## src/rtl/rf_write_queue.sv

```systemverilog
// Register-file write queue: 4-entry FIFO of pending (addr, data) writes that drains to
// an 8x8b register file. It gives read-side forwarding through two lookup ports. Optional
// build macro RF_WQ_COALESCE_EN merges a write into the youngest entry when the addresses match.
module rf_write_queue #(
    parameter int DEPTH = 4
) (
    input  logic       clk,
    input  logic       reset_n,
    input  logic       in_val,
    output logic       in_rdy,
    input  logic [2:0] in_addr,
    input  logic [7:0] in_data,
    input  logic       wb_stall,
    output logic       wb_en,
    output logic [2:0] wb_addr,
    output logic [7:0] wb_data,
    input  logic [2:0] lk_addr0,
    input  logic [2:0] lk_addr1,
    output logic       lk_hit0,
    output logic       lk_hit1,
    output logic [7:0] lk_data0,
    output logic [7:0] lk_data1,
    output logic [2:0] count
);

    logic [2:0] entry_addr [0:DEPTH-1];
    logic [7:0] entry_data [0:DEPTH-1];

    logic [1:0] head_reg, tail_reg;
    logic [2:0] count_reg, count_next;
    logic [1:0] youngest;
    logic       accept, pop, alloc, coalesce;

    logic [DEPTH-1:0] entry_valid, match0, match1;

    assign count    = count_reg;
    assign in_rdy   = (count_reg < 3'(DEPTH));
    assign wb_en    = (count_reg != 3'd0) && !wb_stall;
    assign wb_addr  = entry_addr[head_reg];
    assign wb_data  = entry_data[head_reg];
    assign pop      = wb_en;
    assign accept   = in_val && in_rdy;
    assign youngest = tail_reg - 2'd1;

`ifdef RF_WQ_COALESCE_EN
    // Merge only if the youngest entry survives this edge; a popped entry is already committed.
    assign coalesce = accept && (in_addr != 3'd0) && (count_reg != 3'd0)
                      && (entry_addr[youngest] == in_addr)
                      && !(pop && (count_reg == 3'd1));
`else
    assign coalesce = 1'b0;
`endif

    // Writes to register 0 are accepted but discarded.
    assign alloc = accept && (in_addr != 3'd0) && !coalesce;

    assign count_next = count_reg + 3'(alloc) - 3'(pop);

    always_ff @(posedge clk or negedge reset_n) begin
        if (!reset_n) begin
            head_reg  <= 2'd0;
            tail_reg  <= 2'd0;
            count_reg <= 3'd0;
        end else begin
            if (alloc) tail_reg <= tail_reg + 2'd1;
            if (pop)   head_reg <= head_reg + 2'd1;
            count_reg <= count_next;
        end
    end

    // Entry storage is deliberately left out of reset; validity comes from head/count alone.
    always_ff @(posedge clk) begin
        if (alloc) begin
            entry_addr[tail_reg] <= in_addr;
            entry_data[tail_reg] <= in_data;
        end else if (coalesce) begin
            entry_data[youngest] <= in_data;
        end
    end

    generate
        for (genvar gi = 0; gi < DEPTH; gi++) begin : g_entry
            logic [1:0] age;
            assign age             = 2'(gi) - head_reg;
            assign entry_valid[gi] = ({1'b0, age} < count_reg);
            assign match0[gi]      = entry_valid[gi] && (lk_addr0 != 3'd0) && (entry_addr[gi] == lk_addr0);
            assign match1[gi]      = entry_valid[gi] && (lk_addr1 != 3'd0) && (entry_addr[gi] == lk_addr1);
        end
    endgenerate

    // Scan oldest to youngest so the last match seen is the youngest.
    always_comb begin : lookup
        logic [1:0] scan_idx;
        scan_idx = head_reg;
        lk_hit0  = 1'b0;
        lk_hit1  = 1'b0;
        lk_data0 = 8'd0;
        lk_data1 = 8'd0;
        for (int k = 0; k < DEPTH; k++) begin
            scan_idx = head_reg + 2'(k);
            if (match0[scan_idx]) begin
                lk_hit0  = 1'b1;
                lk_data0 = entry_data[scan_idx];
            end
            if (match1[scan_idx]) begin
                lk_hit1  = 1'b1;
                lk_data1 = entry_data[scan_idx];
            end
        end
    end

endmodule

```

## config.mk

```make
export PLATFORM = sky130hd
export DESIGN_NAME = rf_write_queue
export DESIGN_NICKNAME = d
export VERILOG_FILES = /design/src/rtl/rf_write_queue.sv
export SDC_FILE = /design/constraint.sdc
export NUM_CORES = 1
export LEC_CHECK = 0
export BUFFER_PORTS_ARGS = -buffer_cell sky130_fd_sc_hd__buf_4
export CAP_MARGIN = 30
export CORE_ASPECT_RATIO = 1.4
export CORE_MARGIN = 3
export CORE_UTILIZATION = 45
export DETAILED_ROUTE_END_ITERATION = 8
export PLACE_DENSITY = 0.65
export SKIP_LAST_GASP = 1
export SYNTH_ARGS = -nofsm -noshare
export SYNTH_HDL_FRONTEND = slang
export SYNTH_SLANG_ARGS = --single-unit
```

## constraint.sdc

```tcl
create_clock -name clk -period 6.2 [get_ports clk]
set_clock_uncertainty 0.1 [all_clocks]
set_input_delay 0.93 -clock clk [delete_from_list [all_inputs] [get_ports clk]]
set_output_delay 0.93 -clock clk [all_outputs]
set_load 0.01 [all_outputs]
```

; Word level (Yosys, flattened, before mapping)
; Memory sizes are Yosys's and may differ from the RTL's.
; Cells that the tools add are included.
[totals]
regBits = 7
mem_bits_rw = 44
input_bits = 21
output_inout_bits = 34
wordCells = 90
n_memories = 2
[classes]
add_sub_neg = 10
n_lt_le_gt_ge = 9
eq_ne = 8
mux = 34
n_reduce_logical = 24
[memory_table]
columns = name, words, width, read_ports, rd_ports_with_merged_regs, write_ports, line
row1 = entry_data, 4, 8, 4, 0, 1, 27  ; logic [7:0] entry_data [0:DEPTH-1];
row2 = entry_addr, 4, 3, 5, 0, 1, 26  ; logic [2:0] entry_addr [0:DEPTH-1];
[ops]
columns = cell, count
row1 = 8-bit two-way mux, 8
row2 = 3-bit == test, 8
row3 = 1-bit logical AND, 19
row4 = 1-bit two-way mux, 18
row5 = 1-bit binary-select mux with 2-bit select, 8
row6 = 2-bit by 3-bit less-than comparator with 1-bit output, 4
row7 = 2-bit by 3-bit less-than comparator with 1-bit output (second input constant), 4
row8 = 3-bit nonzero test, 4
row9 = 2-bit by 1-bit adder with 2-bit output (second input constant), 2
row10 = 2-bit adder (second input constant), 2
row11 = 1-bit by 2-bit subtractor with 2-bit output (first input constant), 2
row12 = 2-bit subtractor (first input constant), 2
row13 = 3-bit by 1-bit adder with 3-bit output, 1
row14 = 3-bit less-than comparator (second input constant), 1
row15 = 3-bit by 1-bit subtractor with 3-bit output, 1
row16 = 1-bit zero test, 1

; Logic depth before layout (Yosys ltp)
; Gate-level depths: netlist of run 1.
[logic_depth]
ltp_word = 10
mapped_depth = 15
depth_no_buf = 10

; Worst setup path after synthesis of run 1
; Ideal clock, no wire load.
[synth_path]
path_type = register -> output
from = register head_reg[0]
to = output port lk_data1[1]
arrival_time_ps = 3501
t_required_ps = 5170
path_slack_ps = 1669
path_stages_with_launch = 15
n_path_buf = 4
cell_sequence = dfrtp_1 > buf_6 > clkbuf_1 > clkbuf_1 > clkbuf_1 > xnor2_1 > inv_1 > ha_1 > nand2b_1 > o21ai_0 > nor4_1 > o21ai_0 > o21a_1 > mux2_2 > o22ai_1
[synth_between]
elab_chain_cells = 10
elab_cells_between_ends = 32
classes_between = add/sub: 7 / order compare: 4 / mux: 12 / reduce/logical: 8 / memory: 1
[synth_rtl]
columns = item, line
row1 = start: declaration, 29  ; logic [1:0] head_reg, tail_reg;
row2 = start signal: assignment, 66  ; if (pop) head_reg <= head_reg + 2'd1;
row3 = 1-bit by 2-bit subtractor with 2-bit output or 2-bit subtractor (tied branches), 84  ; assign age = 2'(gi) - head_reg;
row4 = 2-bit by 3-bit less-than comparator with 1-bit output, 85  ; assign entry_valid[gi] = ({1'b0, age} < count_reg);
row5 = 1-bit logical AND (2 in a row), 87  ; assign match1[gi] = entry_valid[gi] && (lk_addr1 != 3'd0) && (entry_addr[gi] == lk_addr1);
row6 = 1-bit binary-select mux with 2-bit select, 105  ; if (match1[scan_idx]) begin
row7 = 1-bit two-way mux (implied by the code), 105
row8 = 8-bit two-way mux (3 in a row), 105
row9 = 8-bit two-way mux *, 105
row10 = end: declaration, 22  ; output logic [7:0] lk_data1,
; Mark *: on every way between the ends. The rest lies on a longest branch, timed or not. The select of a mux whose other input is x is not followed.

; Final worst setup path of run 1
[layout_path]
from = register head_reg[1]
to = output port lk_data1[1]
; Same word-level chain as after synthesis.

==> flow_summary_export.csv, run 1 <==
group,metric,value,unit
finish,largest_register_ffs,32,
finish,final_cell_count_no_fill,599,
global_route,grt_pass1_vias,3567,
detailed_routing,wire_per_inst,18.9,um
detailed_routing,via_per_inst,6.21,
detailed_routing,wirelength,11.3,mm
power_and_ir_drop,p_sw,1.16,mW
placed_design,dp_hpwl,8.76,mm
timing,period_share,0.802,
power_and_ir_drop,p_leak,1.88,nW
timing,maxSlewViolCount,0,
finish,utilization,0.533,
clock_tree,clockBufferDepth,2,
clock_tree,clock_latency,0.29,ns
synthesis,async_flop_share,0.137,
global_route,grt_max_degree,66,
floorplan,fp.dieArea,10700,sq um
power_and_ir_drop,p_int,1.41,mW
finish,final_common_cell,"buf_4",
timing,hold_viol,0,
timing,period_needed,4.97,ns
floorplan,core_area,9130,sq um
detailed_routing,drc_errors,0,
setup_path,arrival,3.94,ns
placed_design,dpl_cell_area,4700,sq um
outcome,outcome,"completed",
synthesis,synth_cell_type_count,66,
job,drv_cap,0,
detailed_routing,vias,3717,
synthesis,yosys_register_bits,51,
setup_path,crit_required,5.17,ns
power_and_ir_drop,p_clk_frac,0.118,
power_and_ir_drop,seqPwrFrac,0.197,
finish,syn_to_final_growth,14.1,%
synthesis,syn_inst,456,
synthesis,syn_area_per_cell,9.35,sq um
finish,insertedDiodeCount,0,
finish,layout_common_cells,"buf_4, edfxtp_1, nand2_1, nor2_1, inv_1",
clock_tree,cts_setup_buffers,0,
clock_tree,ctsHoldBuffers,0,
timing,rsz0062_at_grt,"false",
placed_design,finalWeightedCongestion,0.886,
setup_path,path_class,"flip-flop to output pin",
clock_tree,cts_tree,"built",
global_route,grt_overflow,0,
power_and_ir_drop,p_sw_frac,0.451,
setup_path,endpoint_kind,"output pin",
finish,final_area,4860,sq um
synthesis,synth_edf_count,44,
floorplan,ios,55,
detailed_routing,route.met2.wl,5.51,mm
detailed_routing,first_iter_violations,270,
global_route,grt_pass1_wl,18.1,mm
synthesis,synth_ff_type,"edfxtp_1",
timing,tns,0,ns
setup_path,reg2reg_depth,10,
finish,final_nets,523,
global_route,grt_use_total,0.217,
clock_tree,cts.sinks,51,
finish,fillCellCount,854,
power_and_ir_drop,cellPowerDensity,529,nW/um^2
synthesis,yosysSeqAreaShare,0.351,
timing,max_freq,0.201,GHz
setup_path,cp_max_fo,61,
floorplan,die_h,121,um
timing,maxSlewHeadroom,0.519,
placed_design,io_buffer_count,54,
detailed_routing,dr.pass1.iters,4,
synthesis,syn-num-nets,488,
floorplan,start_util,0.467,
detailed_routing,top_layer,"met4",
detailed_routing,route.antenna.remaining_nets,0,
finish,drive_gt1_frac,0.205,
clock_tree,root_buffer,"clkbuf_16",
power_and_ir_drop,p_total,2.57,mW
timing,tightestPinTransition,0.714,ns
setup_path,cpPeakStageDelay,0.60,ns
detailed_routing,met3RoutedLength,461,um
clock_tree,path_clk_slew,0.07,ns
setup_path,path_cells,"buf_4 -> xnor2_1 -> inv_1 -> ha_1 -> nand2b_1 -> o21ai_0 -> nor4_1 -> o21ai_0 -> o21a_1 -> mux2_2 -> o22ai_1 -> buf_4",
power_and_ir_drop,combPwrFrac,0.685,
detailed_routing,drt-met1-wl,5.03,mm
timing,finalSetupViolCount,0,
floorplan,die_x,88.3,um
global_route,antenna_found_initial,0,
setup_path,crit_path_top_delay_cell,"o21ai_0",
floorplan,std_cell_rows,41,
power_and_ir_drop,max-vdd-ir-drop,299,uV
clock_tree,cts_resized,0,
synthesis,synth_area,4260,sq um
synthesis,yosysWarnings,0,
clock_tree,h-tree-depth,2,
setup_path,setup.worst_path.start_class,"flip-flop",
clock_tree,cts_buffers,5,
placed_design,dp.cells,591,
min_path,holdCritPathClass,"input port to asynchronous set/reset pin",
## critical path, delay by kind of cell (launching register included)
kind,cells,cell delay [ns]
AO/OA/AOI/OAI,4,1.48
XOR/XNOR,1,0.21
adder cells (fa/ha/maj),1,0.27
buffers and inverters,3,0.78
flip-flops,1,0.35
multiplexers,1,0.38
AND/OR/NAND/NOR,2,0.18
## layer usage
| layer | global-route usage | up-vias |
|---|---|---|
| li1 | - | 1800 |
| met1 | 0.298 | 1779 |
| met2 | 0.347 | 104 |
| met3 | 0.0231 | 34 |
| met4 | 0.0888 | 0 |
| met5 | 0 | - |
## synthesized netlist by cell type, types with 6 or more instances
master / number / area (sq um)
edfxtp_1: 44 / 1320
nand2_1: 43 / 161
nor2_1: 32 / 120
inv_1: 22 / 82.6
a21oi_1: 19 / 95.1
a221oi_1: 17 / 149
mux2i_1: 17 / 170
o21ai_0: 17 / 85.1
clkbuf_1: 15 / 56.3
xnor2_1: 15 / 131
nor3_1: 13 / 65.1
nand3_1: 12 / 60.1
nor2b_1: 12 / 75.1
nand2b_1: 11 / 68.8
ha_1: 10 / 125
mux2_2: 10 / 113
and2_1: 9 / 56.3
and3_1: 7 / 43.8
dfrtp_1: 7 / 175
o221a_2: 7 / 78.8
xor2_1: 7 / 61.3
a211oi_1: 6 / 45.0
o21a_1: 6 / 45.0
## power by group through the flow
stage	Combinational (mW)	Clock [mW]	Sequential [mW]
6_report	1.76	0.304	0.507
4_1_cts	1.75	0.312	0.508
3_3_place_gp	1.71	0	0.512
3_5_place_dp	1.74	0	0.515
2_1_floorplan	1.22	0	0.483
5_1_grt	1.92	0.328	0.517
## cell type report
| class | count | area [sq um] | share of cell area |
|---|---|---|---|
| well taps | 107 | 134 | 0.0275 |
| clock inverters | 2 | 37.5 | 0.00772 |
| inverters | 23 | 86.3 | 0.0178 |
| repair buffers | 57 | 448 | 0.0921 |
| flip-flops and latches | 51 | 1500 | 0.308 |
| clock buffers | 6 | 129 | 0.0265 |
| multi-input cells | 353 | 2530 | 0.520 |
## cell families after synthesis
kind of cell,share of synthesized area
xor+xnor,0.0452
mux,0.0962
buf+inv,0.0557
fa+ha+maj,0.0340
flops,0.351
compound gates,0.239
simple gates,0.179
## metrics by stage
stage / hold slack [ns] / setup slack (ns)
floorplan: 0.480 / 1.67
global placement: 0.506 / 1.76
detailed placement: 0.528 / 1.65
CTS: 0.337 / 1.33
global route: 0.332 / 1.05
finish: 0.342 / 1.23
## final timing paths
path,start,to,slack (ns)
worst max-delay path,head_reg[1],lk_data1[1],1.23
worst min-delay path,reset_n,count[1],0.34
worst max register to register,count[2],count[2],3.79
worst min register to register,tail_reg[1],tail_reg[1],0.54
max in group asynchronous,reset_n,head_reg[1],5.52
min in group clk,tail_reg[1],tail_reg[1],0.54
Note: power is estimated with default switching activity, not from simulation.
==> run 2, diff against run 1 <==
==> constraint.sdc (replaced) <==
create_clock -name clk -period 4.9 [get_ports clk]
set_clock_uncertainty 0.1 [all_clocks]
set_input_delay 0.735 -clock clk [delete_from_list [all_inputs] [get_ports clk]]
set_output_delay 0.735 -clock clk [all_outputs]
set_load 0.01 [all_outputs]
==> run 2 against run 1 <==
  * Critical path depth fell by 1
  * Register-to-register slack got worse by 1.3 ns
  * Design area fell by 0.87%
  * Critical path type unchanged
==> flow_summary_export.csv, run 2 (same netlist as run 1, synthesis figures left out) <==
group,metric,value,unit
clock_tree,ctsHoldBuffers,0,
finish,multiInputGateArea,2530,sq um
setup_path,path_class,"flip-flop to output pin",
floorplan,core_area,9130,sq um
finish,insertedDiodeCount,0,
detailed_routing,dr.pass1.iters,5,
power_and_ir_drop,p_sw,1.47,mW
clock_tree,cts.sinks,51,
timing,period_needed,4.35,ns
floorplan,die_h,121,um
power_and_ir_drop,p_clk_frac,0.101,
timing,final.setup.worst_slack,0.550,ns
finish,final_common_cell,"buf_4",
timing,hold_viol,0,
detailed_routing,drc_errors,0,
global_route,antenna_found_initial,0,
clock_tree,path_clk_slew,0.06,ns
power_and_ir_drop,combPwrFrac,0.697,
job,drv_cap,0,
power_and_ir_drop,cellPowerDensity,663,nW/um^2
power_and_ir_drop,max-vdd-ir-drop,338,uV
global_route,grt_max_degree,72,
power_and_ir_drop,p_sw_frac,0.461,
setup_path,setup.worst_path.start_class,"flip-flop",
timing,max_freq,0.230,GHz
floorplan,fp.dieArea,10700,sq um
timing,rsz0062_at_grt,"false",
setup_path,reg2reg_slack,2.46,ns
global_route,grt_use_total,0.224,
timing,maxSlewHeadroom,0.524,
timing,finalSetupViolCount,0,
finish,utilization,0.528,
setup_path,endpoint_kind,"output pin",
clock_tree,cts_tree,"built",
clock_tree,clock_latency,0.29,ns
setup_path,r2r_start,"count[2]",
placed_design,dp_hpwl,8.81,mm
finish,seqCellArea,1500,sq um
setup_path,cpLargestDelayFamily,"compound AO/OA/AOI/OAI gates",
floorplan,std_cell_rows,41,
finish,final_nets,524,
setup_path,path_cells,"xnor2_1 -> inv_1 -> ha_1 -> nand2b_1 -> o21ai_0 -> nor4_1 -> o21ai_0 -> o21a_1 -> mux2_2 -> o22ai_1 -> buf_4",
timing,tns,0,ns
power_and_ir_drop,seqPwrFrac,0.201,
placed_design,pre_cts_ws,0.918,ns
power_and_ir_drop,p_leak,1.86,nW
detailed_routing,route.antenna.remaining_nets,0,
outcome,outcome,"completed",
setup_path,crit_required,4.07,ns
timing,period_share,0.888,
setup_path,rr_endpoint,"count[2]",
setup_path,arrival,3.51,ns
detailed_routing,via_per_inst,6.27,
clock_tree,root_buffer,"clkbuf_16",
power_and_ir_drop,p_int,1.72,mW
timing,tightestPinTransition,0.715,ns
floorplan,ios,55,
floorplan,start_util,0.467,
finish,largest_register_ffs,32,
setup_path,cpPeakStageDelay,0.55,ns
finish,syn_to_final_growth,13.1,%
setup_path,cp_max_fo,8,
timing,maxSlewViolCount,0,
setup_path,reg2reg_depth,9,
setup_path,crit_top_cell,"o21ai_0",
setup_path,path_buf_inv,2,
finish,fillCellCount,857,
clock_tree,h-tree-depth,2,
detailed_routing,first_iter_violations,357,
detailed_routing,wirelength,11.7,mm
global_route,grt_pass1_wl,18.7,mm
global_route,grt_pass1_vias,3699,
placed_design,finalWeightedCongestion,0.890,
clock_tree,cts_setup_buffers,0,
floorplan,die_x,88.3,um
finish,drive_gt1_frac,0.203,
placed_design,io_buffer_count,54,
detailed_routing,vias,3764,
setup_path,crit_path_top_delay_cell,"o21ai_0",
clock_tree,clockBufferDepth,2,
timing,worst_hold_slack,0.149,ns
detailed_routing,wire_per_inst,19.4,um
global_route,grt_overflow,0,
finish,layout_common_cells,"buf_4, edfxtp_1, nand2_1, nor2_1, inv_1",
min_path,holdCritPathClass,"input port to asynchronous set/reset pin",
clock_tree,cts_resized,0,
clock_tree,cts_buffers,5,
## run 2: changes by cell type in the layout (fill, tap and decap cells not counted), sizes merged
cell      previous run  this run
clkinvlp             1         0
clkinv               1         3
buf                 57        58
bufinv               1         0
## run 2: metrics by stage
step	power (mW)	instance area, sq um	instances
2_1_floorplan	2.16	4260	456
3_3_place_gp	2.82	4680	592
3_5_place_dp	2.86	4680	592
4_1_cts	3.19	4820	600
5_1_grt	3.44	4820	600
6_report	3.19	4820	600
## run 2: area by class of cell
type,instances,area share
inverter,23,0.0179
multi-input combinational,353,0.525
tap,107,0.0278
clock inverter,2,0.00156
sequential,51,0.311
clock buffer,6,0.0267
timing repair buffer,58,0.0903
## run 2: per-layer routing
metal,vias to the layer above,share of wire,GRT usage
li1,1795,-,-
met1,1819,0.45,0.306
met2,130,0.48,0.363
met3,20,0.043,0.0170
met4,0,0.026,0.0907
met5,-,0,0
## run 2: worst max path at each step
stage | from | endpoint | cells past startpoint
global route | head_reg[1] | lk_data1[1] | 11
global placement | lk_addr0[2] | lk_data0[0] | 9
CTS | head_reg[1] | lk_data1[1] | 11
detailed placement | head_reg[1] | lk_data1[1] | 11
finish | head_reg[1] | lk_data1[1] | 11
floorplan | head_reg[0] | lk_data1[1] | 14
## run 2: power groups by stage
stage                     Clock, mW  Sequential, mW  Combinational [mW]
after global placement            0           0.648                2.17
after floorplan                   0           0.611                1.54
after detailed placement          0           0.653                2.20
after global routing          0.345           0.653                2.44
after CTS                     0.330           0.644                2.21
final                         0.324           0.644                2.23
==> run 3, diff against run 2 <==
--- a/config.mk
+++ b/config.mk
@@ -5,13 +5,16 @@
 export SDC_FILE = /design/constraint.sdc
 export NUM_CORES = 1
 export LEC_CHECK = 0
+export ABC_AREA = 1
 export BUFFER_PORTS_ARGS = -buffer_cell sky130_fd_sc_hd__buf_4
 export CAP_MARGIN = 30
 export CORE_ASPECT_RATIO = 1.4
 export CORE_MARGIN = 3
 export CORE_UTILIZATION = 45
+export CTS_CLUSTER_DIAMETER = 30
 export DETAILED_ROUTE_END_ITERATION = 8
 export PLACE_DENSITY = 0.65
+export SETUP_SLACK_MARGIN = 0.05
 export SKIP_LAST_GASP = 1
 export SYNTH_ARGS = -nofsm -noshare
 export SYNTH_HDL_FRONTEND = slang
==> run 3 against run 2 <==
  * Register-to-register slack hardly changed
  * Critical path depth is 2 higher
  * Power is 15% higher
  * First-iteration DRC count is 27% lower
  * Sequential cell count stayed put
  * Clock-buffer cell count is 1 lower
  * Worst setup slack better by 0.41 ns
  * Critical endpoint is now lk_data1[0]
  * Non-clock buffer count is 3 higher
  * Highest routed layer unchanged
==> flow_summary_export.csv, run 3 <==
group,metric,value,unit
outcome,outcome,"completed",
placed_design,io_buffer_count,54,
setup_path,path_class,"flip-flop to output pin",
finish,syn_to_final_growth,14.3,%
global_route,grt_use_total,0.198,
synthesis,syn_area_per_cell,7.39,sq um
setup_path,cp_max_fo,38,
synthesis,synth_area,4120,sq um
synthesis,synthSimpleGateAreaFrac,0.324,
synthesis,synth_top_area_cell,"edfxtp_1",
min_path,holdCritPathClass,"input port to asynchronous set/reset pin",
floorplan,ios,55,
floorplan,fp.dieArea,10400,sq um
setup_path,setup.worst_path.start_class,"flip-flop",
setup_path,crit_path_top_delay_cell,"dfrtp_2",
setup_path,crit_required,4.07,ns
global_route,grt_pass1_vias,3394,
synthesis,synth_edf_count,44,
floorplan,start_util,0.471,
synthesis,async_flop_share,0.137,
timing,period_needed,3.94,ns
setup_path,endpoint_kind,"output pin",
placed_design,dpl_cell_area,4550,sq um
finish,insertedDiodeCount,0,
setup_path,arrival,3.10,ns
clock_tree,path_clk_slew,0.06,ns
clock_tree,cts_tree,"built",
finish,drive_gt1_frac,0.162,
synthesis,synth_top_family_by_area,"simple AND/OR/NAND/NOR gates",
finish,final_common_cell,"nand2_1",
clock_tree,h-tree-depth,2,
timing,tns,0,ns
timing,rsz0062_at_grt,"false",
placed_design,dp_hpwl,8.17,mm
synthesis,synthAdderAreaFrac,0.0352,
global_route,grt_max_degree,60,
timing,period_share,0.804,
synthesis,yosysSeqAreaShare,0.363,
clock_tree,cts_resized,0,
detailed_routing,dr.pass1.iters,5,
clock_tree,cts.sinks,51,
global_route,grt_overflow,0,
setup_path,cpLargestDelayFamily,"simple AND/OR/NAND/NOR gates",
finish,final_nets,637,
timing,maxSlewHeadroom,0.552,
job,drv_cap,0,
global_route,antenna_found_initial,0,
power_and_ir_drop,max-vdd-ir-drop,491,uV
detailed_routing,drc_errors,0,
timing,worst_hold_slack,0.149,ns
timing,maxSlewViolCount,0,
setup_path,path_cells,"nor2_2 -> or2_4 -> inv_2 -> ha_1 -> a31oi_2 -> nand3_1 -> nand3_1 -> nand2_1 -> o21ai_0 -> inv_1 -> nand2_1 -> nand2_1 -> buf_4",
timing,tightestPinTransition,0.671,ns
detailed_routing,route.antenna.remaining_nets,0,
detailed_routing,via_per_inst,5.26,
floorplan,die_h,119,um
finish,final_area,4710,sq um
synthesis,synth_top_area_frac,0.321,
synthesis,syn_inst,558,
synthesis,synth_ff_type,"edfxtp_1",
finish,fillCellCount,837,
finish,largest_register_ffs,32,
clock_tree,clockBufferDepth,2,
synthesis,synth-compound-area-share,0.107,
clock_tree,cts_buffers,5,
detailed_routing,vias,3740,
clock_tree,clock_latency,0.29,ns
clock_tree,cts_setup_buffers,0,
setup_path,cpPeakStageDelay,0.45,ns
floorplan,core_area,8760,sq um
floorplan,std_cell_rows,40,
clock_tree,ctsHoldBuffers,0,
detailed_routing,wirelength,10.2,mm
timing,finalSetupViolCount,0,
synthesis,synthTopCellsByCount,"nand2_1, nand3_1, inv_1",
synthesis,synth_xor_area_frac,0.0255,
placed_design,finalWeightedCongestion,0.937,
floorplan,die_x,86.9,um
finish,layout_common_cells,"nand2_1, nand3_1, inv_1, buf_4, o21ai_0",
detailed_routing,first_iter_violations,262,
synthesis,syn-num-nets,590,
timing,max_freq,0.254,GHz
synthesis,synth_area_leaders,"edfxtp_1, nand2_1, nand3_1, inv_1, o21ai_0",
power_and_ir_drop,cellPowerDensity,779,nW/um^2
timing,hold_viol,0,
setup_path,path_buf_inv,3,
setup_path,crit_top_cell,"nand2_1",
synthesis,synth_cell_type_count,31,
synthesis,yosysWarnings,0,
clock_tree,root_buffer,"clkbuf_16",
synthesis,synthMuxAreaShare,0.0389,
synthesis,synthMostInstantiatedCell,"nand2_1",
power_and_ir_drop,p_leak,2.28,nW
detailed_routing,wire_per_inst,14.3,um
synthesis,yosys_register_bits,51,
global_route,grt_pass1_wl,16.5,mm
run 3: worst paths after layout:
kind	start	slack, ns	to	depth (start not counted)
max	head_reg[0]	0.96	lk_data1[0]	13
min	reset_n	0.15	count[0]	1
max reg2reg	count[2]	2.45	count[2]	9
min reg2reg	head_reg[0]	0.44	head_reg[0]	1
max in group asynchronous	reset_n	4.42	head_reg[0]	1
min in group clk	head_reg[0]	0.44	head_reg[0]	1
run 3: metal layers:
| metal | GRT usage | part of all wire |
|---|---|---|
| met2 | 0.308 | 0.45 |
| met3 | 0.0111 | 0.047 |
| met4 | 0.0712 | 0.020 |
| met5 | 0 | 0 |
| met1 | 0.288 | 0.48 |
run 3: metrics by stage:
step           worst slack, ns  power, mW  std cells  utilization
2_1_floorplan             1.55       2.51        558            -
3_3_place_gp              1.40       3.24        699        0.515
3_5_place_dp              1.30       3.28        703        0.519
4_1_cts                  0.984       3.67        711        0.538
5_1_grt                  0.705       4.02        711        0.538
6_report                 0.961       3.67        711        0.538
run 3: cells by family (layout without fill, tap and decap cells):
group / Yosys count / count (layout)
flops: 51 / 51
mux: 16 / 16
fa+ha+maj: 11 / 11
xor+xnor: 12 / 12
buf+inv: 92 / 140
compound gates: 78 / 78
simple gates: 298 / 298
run 3: layout make-up:
cell class,count,area (sq um),area share
well taps,105,131,0.0279
inverters,71,267,0.0566
repair buffers,61,462,0.0980
clock buffers,5,125,0.0266
flip-flops and latches,51,1500,0.318
clock inverters,3,38.8,0.00824
multi-input cells,415,2190,0.465
run 3: worst reg2reg max path, cell delays in order, from the launching register on:
cell	delay [ns]
dfrtp_1	0.45
inv_2	0.14
a21oi_1	0.45
ha_1	0.31
inv_1	0.05
ha_1	0.12
inv_1	0.04
fa_1	0.37
xnor2_1	0.14
xor2_1	0.14
run 3: where the power goes:
part           leakage, nW  switching, mW  internal [mW]
Clock               0.0812          0.139          0.238
Sequential           0.479         0.0669          0.555
Combinational         1.72           1.64           1.03
Total                 2.28           1.84           1.83
